===== config.mk =====
export PLATFORM = sky130hd
export DESIGN_NAME = icebreaker_uart_alu
export DESIGN_NICKNAME = d
export VERILOG_FILES = /design/src/rtl/icebreaker_uart_alu.sv
export SDC_FILE = /design/constraint.sdc
export NUM_CORES = 2
export LEC_CHECK = 0
export ABC_AREA = 1
export CORE_MARGIN = 2
export CORE_UTILIZATION = 65
export CTS_CLUSTER_SIZE = 8
export DETAILED_ROUTE_END_ITERATION = 10
export PLACE_DENSITY = 0.91
export SLEW_MARGIN = 20
export SYNTH_ARGS = -nofsm -noshare
export SYNTH_HDL_FRONTEND = slang
export SYNTH_SLANG_ARGS = --single-unit
export TNS_END_PERCENT = 10

===== constraint.sdc =====
create_clock -name clk_i -period 9.03 [get_ports clk_i]
set_clock_uncertainty 0.05 [all_clocks]
set_input_delay 1.806 -clock clk_i [delete_from_list [all_inputs] [get_ports clk_i]]
set_output_delay 1.806 -clock clk_i [all_outputs]
set_load 0.05 [all_outputs]

===== src/rtl/icebreaker_uart_alu.sv =====
// icebreaker_uart_alu: UART packet engine with echo, add32 and mul32 commands over 8N1 serial
module icebreaker_uart_alu #(
    parameter int CLK_FREQ_HZ = 31500000,
    parameter int BAUD_RATE   = 76800,
    parameter int FIFO_DEPTH  = 16
) (
    input  logic clk_i,
    input  logic rst_ni,
    input  logic rx_i,
    output logic tx_o
);
    localparam int BIT_CYC = CLK_FREQ_HZ / BAUD_RATE;
    localparam int CW = $clog2(BIT_CYC + 1);
    localparam int AW = $clog2(FIFO_DEPTH);
    localparam logic [CW-1:0] BIT_LAST = CW'(BIT_CYC - 1);
    localparam logic [CW-1:0] HALF_LAST = CW'(BIT_CYC / 2 - 1);
    localparam logic [7:0] OP_ECHO = 8'hEC;
    localparam logic [7:0] OP_ADD = 8'hAD;
    localparam logic [7:0] OP_MUL = 8'h8A;

    typedef enum logic [2:0] {OPCODE, RSVD, LEN_LO, LEN_HI, PAYLOAD, EXEC, RESP} state_t;

    logic          rx_meta, rx_sync, rx_prev, rx_busy, rx_valid;
    logic [3:0]    rx_bit;
    logic [CW-1:0] rx_cnt;
    logic [7:0]    rx_sh;
    logic          tx_busy;
    logic [3:0]    tx_bits;
    logic [CW-1:0] tx_cnt;
    logic [8:0]    tx_sh;
    logic [7:0]    fifo_mem [FIFO_DEPTH];
    logic [AW-1:0] wr_ptr, rd_ptr;
    logic [AW:0]   fifo_cnt;
    logic          fifo_empty, fifo_full, fifo_push, tx_pop;
    logic          push_req;
    logic [7:0]    push_data;
    state_t        state_q, state_d;
    logic [7:0]    opcode_q, len_lo_q, echo_data_q;
    logic [15:0]   remain_q, len_full;
    logic [31:0]   opnd_q, acc_q, op_word;
    logic [1:0]    byte_idx_q, resp_idx_q;
    logic          have_q, echo_push_q, is_alu;

    assign fifo_empty = fifo_cnt == '0;
    assign fifo_full  = fifo_cnt == (AW+1)'(FIFO_DEPTH);
    assign fifo_push  = push_req && !fifo_full;
    assign tx_pop     = !tx_busy && !fifo_empty;
    assign len_full   = {rx_sh, len_lo_q};
    assign op_word    = {rx_sh, opnd_q[31:8]};
    assign is_alu     = opcode_q == OP_ADD || opcode_q == OP_MUL;

    // Receiver: synchronise, detect start on falling edge, sample every bit at its centre
    always_ff @(posedge clk_i or negedge rst_ni) begin
        if (!rst_ni) begin
            rx_meta  <= 1'b1;
            rx_sync  <= 1'b1;
            rx_prev  <= 1'b1;
            rx_busy  <= 1'b0;
            rx_valid <= 1'b0;
            rx_bit   <= '0;
            rx_cnt   <= '0;
            rx_sh    <= '0;
        end else begin
            rx_meta  <= rx_i;
            rx_sync  <= rx_meta;
            rx_prev  <= rx_sync;
            rx_valid <= 1'b0;
            if (!rx_busy) begin
                if (rx_prev && !rx_sync) begin
                    rx_busy <= 1'b1;
                    rx_cnt  <= '0;
                    rx_bit  <= '0;
                end
            end else if (rx_bit == 4'd0) begin
                if (rx_cnt == HALF_LAST) begin
                    rx_cnt  <= '0;
                    rx_bit  <= 4'd1;
                    rx_busy <= !rx_sync;
                end else begin
                    rx_cnt <= rx_cnt + 1'b1;
                end
            end else if (rx_cnt == BIT_LAST) begin
                rx_cnt <= '0;
                rx_bit <= rx_bit + 4'd1;
                if (rx_bit == 4'd9) begin
                    rx_busy  <= 1'b0;
                    rx_valid <= rx_sync;
                end else begin
                    rx_sh <= {rx_sync, rx_sh[7:1]};
                end
            end else begin
                rx_cnt <= rx_cnt + 1'b1;
            end
        end
    end

    // Transmitter: load start bit on accept, then shift 8 data bits and a full stop bit
    always_ff @(posedge clk_i or negedge rst_ni) begin
        if (!rst_ni) begin
            tx_o    <= 1'b1;
            tx_busy <= 1'b0;
            tx_bits <= '0;
            tx_cnt  <= '0;
            tx_sh   <= '1;
        end else if (!tx_busy) begin
            if (!fifo_empty) begin
                tx_busy <= 1'b1;
                tx_o    <= 1'b0;
                tx_sh   <= {1'b1, fifo_mem[rd_ptr]};
                tx_bits <= 4'd9;
                tx_cnt  <= '0;
            end
        end else if (tx_cnt != BIT_LAST) begin
            tx_cnt <= tx_cnt + 1'b1;
        end else begin
            tx_cnt <= '0;
            if (tx_bits == 4'd0) begin
                tx_busy <= 1'b0;
            end else begin
                tx_o    <= tx_sh[0];
                tx_sh   <= {1'b1, tx_sh[8:1]};
                tx_bits <= tx_bits - 4'd1;
            end
        end
    end

    // TX FIFO pointers and occupancy; a push into a full FIFO is dropped
    always_ff @(posedge clk_i or negedge rst_ni) begin
        if (!rst_ni) begin
            wr_ptr   <= '0;
            rd_ptr   <= '0;
            fifo_cnt <= '0;
        end else begin
            wr_ptr   <= fifo_push ? wr_ptr + 1'b1 : wr_ptr;
            rd_ptr   <= tx_pop ? rd_ptr + 1'b1 : rd_ptr;
            fifo_cnt <= fifo_cnt + (AW+1)'(fifo_push) - (AW+1)'(tx_pop);
        end
    end

    // TX FIFO storage
    always_ff @(posedge clk_i) begin
        if (fifo_push)
            fifo_mem[wr_ptr] <= push_data;
    end

    // Parser state register
    always_ff @(posedge clk_i or negedge rst_ni) begin
        if (!rst_ni)
            state_q <= OPCODE;
        else
            state_q <= state_d;
    end

    // Parser next state and FIFO push source; bytes arriving in EXEC/RESP are ignored
    always_comb begin
        state_d   = state_q;
        push_req  = echo_push_q;
        push_data = echo_data_q;
        case (state_q)
            OPCODE:  state_d = rx_valid ? RSVD : OPCODE;
            RSVD:    state_d = rx_valid ? LEN_LO : RSVD;
            LEN_LO:  state_d = rx_valid ? LEN_HI : LEN_LO;
            LEN_HI:  state_d = !rx_valid ? LEN_HI : len_full > 16'd4 ? PAYLOAD : OPCODE;
            PAYLOAD: state_d = !(rx_valid && remain_q == 16'd1) ? PAYLOAD : is_alu ? EXEC : OPCODE;
            EXEC:    state_d = have_q ? RESP : OPCODE;
            RESP: begin
                push_req  = 1'b1;
                push_data = acc_q[7:0];
                state_d   = (!fifo_full && resp_idx_q == 2'd3) ? OPCODE : RESP;
            end
            default: state_d = OPCODE;
        endcase
    end

    // Parser datapath: header capture, operand assembly, accumulate, result unload
    always_ff @(posedge clk_i or negedge rst_ni) begin
        if (!rst_ni) begin
            opcode_q    <= '0;
            len_lo_q    <= '0;
            remain_q    <= '0;
            opnd_q      <= '0;
            acc_q       <= '0;
            byte_idx_q  <= '0;
            resp_idx_q  <= '0;
            have_q      <= 1'b0;
            echo_push_q <= 1'b0;
            echo_data_q <= '0;
        end else begin
            echo_push_q <= 1'b0;
            if (rx_valid) begin
                case (state_q)
                    OPCODE: begin
                        opcode_q   <= rx_sh;
                        byte_idx_q <= '0;
                        resp_idx_q <= '0;
                        have_q     <= 1'b0;
                        acc_q      <= '0;
                    end
                    LEN_LO: len_lo_q <= rx_sh;
                    LEN_HI: remain_q <= len_full - 16'd4;
                    PAYLOAD: begin
                        remain_q    <= remain_q - 16'd1;
                        echo_push_q <= opcode_q == OP_ECHO;
                        echo_data_q <= rx_sh;
                        opnd_q      <= op_word;
                        byte_idx_q  <= byte_idx_q + 2'd1;
                        if (byte_idx_q == 2'd3) begin
                            have_q <= 1'b1;
                            acc_q  <= !have_q ? op_word : opcode_q == OP_ADD ? acc_q + op_word : acc_q * op_word;
                        end
                    end
                    default: ;
                endcase
            end
            if (state_q == RESP && !fifo_full) begin
                acc_q      <= acc_q >> 8;
                resp_idx_q <= resp_idx_q + 2'd1;
            end
        end
    end
endmodule


==> load_flow_metrics.sql <==
INSERT INTO impl_metrics (metric_group, metric, value, unit) VALUES
('status', 'run_status', 'finished, final reports clean', ''),
('synthesis', 'synth_edf_count', '128', ''),
('timing', 'layout_worst_path_cycle_share', '87.94', '%'),
('drt', 'drtIter0Drc', '3447', ''),
('drt', 'drt_pre_antenna_iters', '7', ''),
('setup_path', 'library_cell_contributing_the_largest_single_delay_on_the_critical_path', 'sky130_fd_sc_hd__dfrtp_1', ''),
('drt', 'wl', '94930', 'um'),
('cts', 'tritoncts_clock_tree', 'yes', ''),
('drt', 'vias_per_cell', '6.046', ''),
('cts', 'hold_buffers_post_cts', '0', ''),
('die', 'total_die_area', '50970', 'sq um'),
('drt', 'route.detailed.drc', '0', ''),
('die', 'io_pins', '4', ''),
('setup_path', 'cpPeakStageDelay', '1190', 'ps'),
('synthesis', 'post_synth_main_area_contributors', 'sky130_fd_sc_hd__fa_1 26%, sky130_fd_sc_hd__edfxtp_1 12%, sky130_fd_sc_hd__dfrtp_1 12%', ''),
('die', 'std_cell_rows', '81', ''),
('synthesis', 'avgSynthCellArea', '8.101', 'sq um'),
('drt', 'detail_route.wl_per_cell', '20.86', 'um'),
('setup_path', 'cpLargestDelayFamily', 'adder cells', ''),
('grt', 'grt_max_degree', '90', ''),
('grt', 'number_of_global_route_vias_before_repair', '28780', ''),
('timing', 'worst_slew_pin_slew', '1321', 'ps'),
('setup_path', 'critPathLaunchType', 'flop', ''),
('setup_path', 'worst-endpoint-arrival', '8350', 'ps'),
('die', 'die_height', '225.8', 'um'),
('placed_design', 'place_ws', '1441', 'ps'),
('timing', 'layout_min_cycle_time', '7941', 'ps'),
('timing', 'slew-limit-headroom', '11.94', '%'),
('synthesis', 'synth-seq-area-share', '24.52', '%'),
('finish', 'flow.area_growth_from_synthesis', '4.971', '%'),
('synthesis', 'synth_cell_type_count', '64', ''),
('grt', 'grt_pass1_wl', '152000', 'um'),
('cts', 'cts_post_setup_buffers_inserted', '0', ''),
('timing', 'setup_violations', '0', ''),
('synthesis', 'synth_area_leader_cell', 'sky130_fd_sc_hd__fa_1', ''),
('synthesis', 'synth-async-reset-ratio', '55.40', '%'),
('placed_design', 'post-dp-hpwl', '66350', 'um'),
('setup_path', 'cp-end-kind', 'flop', ''),
('synthesis', 'synth_ff_type', 'sky130_fd_sc_hd__dfrtp_1', ''),
('hold_path', 'hold_path.class', 'reg2reg', ''),
('synthesis', 'syn_area', '31970', 'sq um'),
('pwr', 'cellLeakagePower', '17.54', 'nW'),
('die', 'floorplan.core_area', '48750', 'sq um'),
('pwr', 'power.density_cell_area', '90.54', 'nW/um^2'),
('cts', 'postCtsResizedCells', '0', ''),
('pwr', 'max-vdd-ir-drop', '142.9', 'uV'),
('cts', 'clock_sinks', '287', ''),
('cts', 'clk_root_buffer_cell', 'sky130_fd_sc_hd__clkbuf_16', ''),
('placed_design', 'place.port_buffers', '3', ''),
('setup_path', 'worstPathMaxFanout', '26', ''),
('synthesis', 'synth.net_count', '4539', ''),
('drt', 'detail-route-antenna-nets', '0', ''),
('grt', 'groute.usage.overall', '38.98', '%'),
('die', 'initial_util', '65.57', '%'),
('finish', 'nNetsFinal', '4445', ''),
('finish', 'layout-drive-gt1-share', '4.713', '%'),
('cts', 'clock_insertion_delay_worst_skew', '610', 'ps'),
('drt', 'route.vias.total', '27510', ''),
('timing', 'achievable-frequency', '0.1259', 'GHz'),
('timing', 'setup-tns-final', '0', 'ps'),
('setup_path', 'critical_path_required', '9440', 'ps'),
('cts', 'cts.path.max_buffers', '3', ''),
('timing', 'setup_repair_after_global_routing_missed_its_margin', 'no', ''),
('grt', 'globalRoute.totalOverflow', '0', ''),
('setup_path', 'critical_path.n_buffers_inverters', '5', ''),
('cts', 'cts.clk_slew.worst_paths', '70', 'ps'),
('placed_design', 'gpl.final_weighted_congestion', '1.041', ''),
('timing', 'hold_violation_total_from_the_final_report', '0', ''),
('setup_path', 'cp_common_cell', 'sky130_fd_sc_hd__fa_1', ''),
('flow_run', 'count_of_max_cap_constraint_violations', '0', ''),
('cts', 'tritoncts.num_buffers', '42', ''),
('synthesis', 'synth-seq-cells', '287', ''),
('setup_path', 'criticalPathCategory', 'reg2reg', ''),
('timing', 'slew_viol_final', '0', ''),
('timing', 'post-route-worst-setup-slack', '1089', 'ps'),
('cts', 'h-tree-depth', '2', ''),
('synthesis', 'yosys_warnings', '0', ''),
('synthesis', 'yosysTopAreaCellShare', '25.68', '%'),
('synthesis', 'netlist_instances', '3946', ''),
('die', 'die-width', '225.8', 'um'),
('grt', 'antenna_violations_before_repair', '3', '');
## report_power, final
part | switching (mW) | leakage (nW) | internal, mW
Clock | 0.648 | 0.589 | 0.879
Sequential | 0.0161 | 3.03 | 1.38
Combinational | 0.0822 | 13.9 | 0.0353
## flip-flops by register name, summed over array words and instances (netlist names), 8 cells and up
signal and flops:
fifo_mem 128, acc_q 32, opnd_q 16, remain_q 16, rx_cnt 9, tx_cnt 9
echo_data_q 8, len_lo_q 8, opcode_q 8, rx_sh 8, tx_sh 8
## layout make-up
type / instances / area [sq um]
Tap cell: 664 / 830.8
Timing Repair Buffer: 42 / 324.1
Fill cell: 3405 / 15190
Clock buffer: 70 / 1156
Inverter: 911 / 3420
Antenna cell: 3 / 7.507
Multi-Input combinational cell: 2568 / 19890
Sequential cell: 287 / 7848
Clock inverter: 5 / 80.08
## layout by cell type, fill, tap and decap left out, types with 4 or more instances in the layout
| cell type | count |
|---|---|
| sky130_fd_sc_hd__a21o_1 | 4 |
| sky130_fd_sc_hd__dfstp_2 | 12 |
| sky130_fd_sc_hd__dfrtp_1 | 139 |
| sky130_fd_sc_hd__a31oi_1 | 21 |
| sky130_fd_sc_hd__ha_1 | 180 |
| sky130_fd_sc_hd__o21bai_1 | 8 |
| sky130_fd_sc_hd__o211ai_1 | 31 |
| sky130_fd_sc_hd__clkbuf_16 | 42 |
| sky130_fd_sc_hd__o21ai_0 | 182 |
| sky130_fd_sc_hd__o221ai_1 | 26 |
| sky130_fd_sc_hd__edfxtp_1 | 128 |
| sky130_fd_sc_hd__nor4_1 | 13 |
| sky130_fd_sc_hd__o32ai_1 | 11 |
| sky130_fd_sc_hd__nand4_1 | 15 |
| sky130_fd_sc_hd__o21ai_1 | 25 |
| sky130_fd_sc_hd__inv_1 | 894 |
| sky130_fd_sc_hd__fa_1 | 410 |
| sky130_fd_sc_hd__or2_1 | 6 |
| sky130_fd_sc_hd__o21ai_2 | 8 |
| sky130_fd_sc_hd__nand2_1 | 971 |
| sky130_fd_sc_hd__a21oi_1 | 151 |
| sky130_fd_sc_hd__buf_4 | 39 |
| sky130_fd_sc_hd__nand2_2 | 18 |
| sky130_fd_sc_hd__or2_2 | 6 |
| sky130_fd_sc_hd__inv_2 | 13 |
| sky130_fd_sc_hd__mux2i_1 | 23 |
| sky130_fd_sc_hd__o21a_1 | 4 |
| sky130_fd_sc_hd__xnor2_1 | 24 |
| sky130_fd_sc_hd__dfrtp_2 | 8 |
| sky130_fd_sc_hd__nor3_1 | 21 |
| sky130_fd_sc_hd__clkinv_1 | 4 |
| sky130_fd_sc_hd__clkbuf_1 | 28 |
| sky130_fd_sc_hd__nand3b_1 | 11 |
| sky130_fd_sc_hd__nor2_1 | 201 |
| sky130_fd_sc_hd__o22ai_1 | 13 |
| sky130_fd_sc_hd__xor2_1 | 33 |
| sky130_fd_sc_hd__nand3_1 | 104 |
| sky130_fd_sc_hd__nand3_2 | 7 |
## path summary, 6_finish.rpt
path,startpoint,to,cells past startpoint,slack [ps]
min,rx_meta$_DFF_PN1_,rx_sync$_DFF_PN1_,0,300
max in group asynchronous,rst_ni,acc_q[3]$_DFFE_PN0P_,2,6010
min in group asynchronous,rst_ni,tx_cnt[8]$_DFFE_PN0P_,1,1200
min reg2reg,rx_meta$_DFF_PN1_,rx_sync$_DFF_PN1_,0,300
max,opnd_q[16]$_DFFE_PN0P_,acc_q[31]$_DFFE_PN0P_,27,1090
max reg2reg,opnd_q[16]$_DFFE_PN0P_,acc_q[31]$_DFFE_PN0P_,27,1090
## synth_stat cells, types with 8 or more instances
library cell,n
sky130_fd_sc_hd__mux2i_1,23
sky130_fd_sc_hd__buf_1,17
sky130_fd_sc_hd__ha_1,180
sky130_fd_sc_hd__dfstp_2,12
sky130_fd_sc_hd__nand2_1,971
sky130_fd_sc_hd__o21bai_1,8
sky130_fd_sc_hd__o32ai_1,11
sky130_fd_sc_hd__o21ai_0,191
sky130_fd_sc_hd__inv_1,894
sky130_fd_sc_hd__a21oi_1,151
sky130_fd_sc_hd__xor2_1,33
sky130_fd_sc_hd__nand3_1,104
sky130_fd_sc_hd__o221ai_1,26
sky130_fd_sc_hd__clkbuf_1,115
sky130_fd_sc_hd__edfxtp_1,128
sky130_fd_sc_hd__o211ai_1,31
sky130_fd_sc_hd__xnor2_1,24
sky130_fd_sc_hd__nor4_1,13
sky130_fd_sc_hd__a31oi_1,21
sky130_fd_sc_hd__nand3b_1,11
sky130_fd_sc_hd__o21ai_1,22
sky130_fd_sc_hd__buf_2,28
sky130_fd_sc_hd__inv_2,13
sky130_fd_sc_hd__nand2_2,18
sky130_fd_sc_hd__o22ai_1,13
sky130_fd_sc_hd__nor2_1,202
sky130_fd_sc_hd__fa_1,410
sky130_fd_sc_hd__dfrtp_1,147
sky130_fd_sc_hd__nand4_1,15
sky130_fd_sc_hd__nor3_1,21
## layer usage
metal / GRT usage [%] / vias to the layer above / wire [um]
met4: 26.04 / 4 / 7452
li1: - / 11860 / -
met5: 0 / - / 25
met3: 12.27 / 595 / 13080
met1: 47.08 / 12980 / 32590
met2: 60.20 / 2071 / 41790
## cells by family after synthesis
kind of cell,count (synthesis),synth area share (%)
AO/OA/AOI/OAI,505,9.124
XOR/XNOR,59,1.664
flip-flops,287,24.52
adder cells (fa/ha/maj),590,32.72
multiplexers,26,0.8259
AND/OR/NAND/NOR,1388,17.79
buffers and inverters,1091,13.36
## through the flow
step / area, sq um / hold slack, ps / utilization (%) / power, mW / cells
detailed placement: 32280 / 296.8 / 66.22 / 1.535 / 4471
finish: 33550 / 303.1 / 68.83 / 3.038 / 4550
global placement: 32270 / 296.8 / 66.20 / 1.529 / 4471
global route: 33550 / 311.3 / 68.82 / 3.112 / 4547
floorplan: 31970 / 295.2 / - / 1.494 / 3946
CTS: 33520 / 303.8 / 68.76 / 3.031 / 4546
No activity file was read; power rests on OpenSTA's default activity.
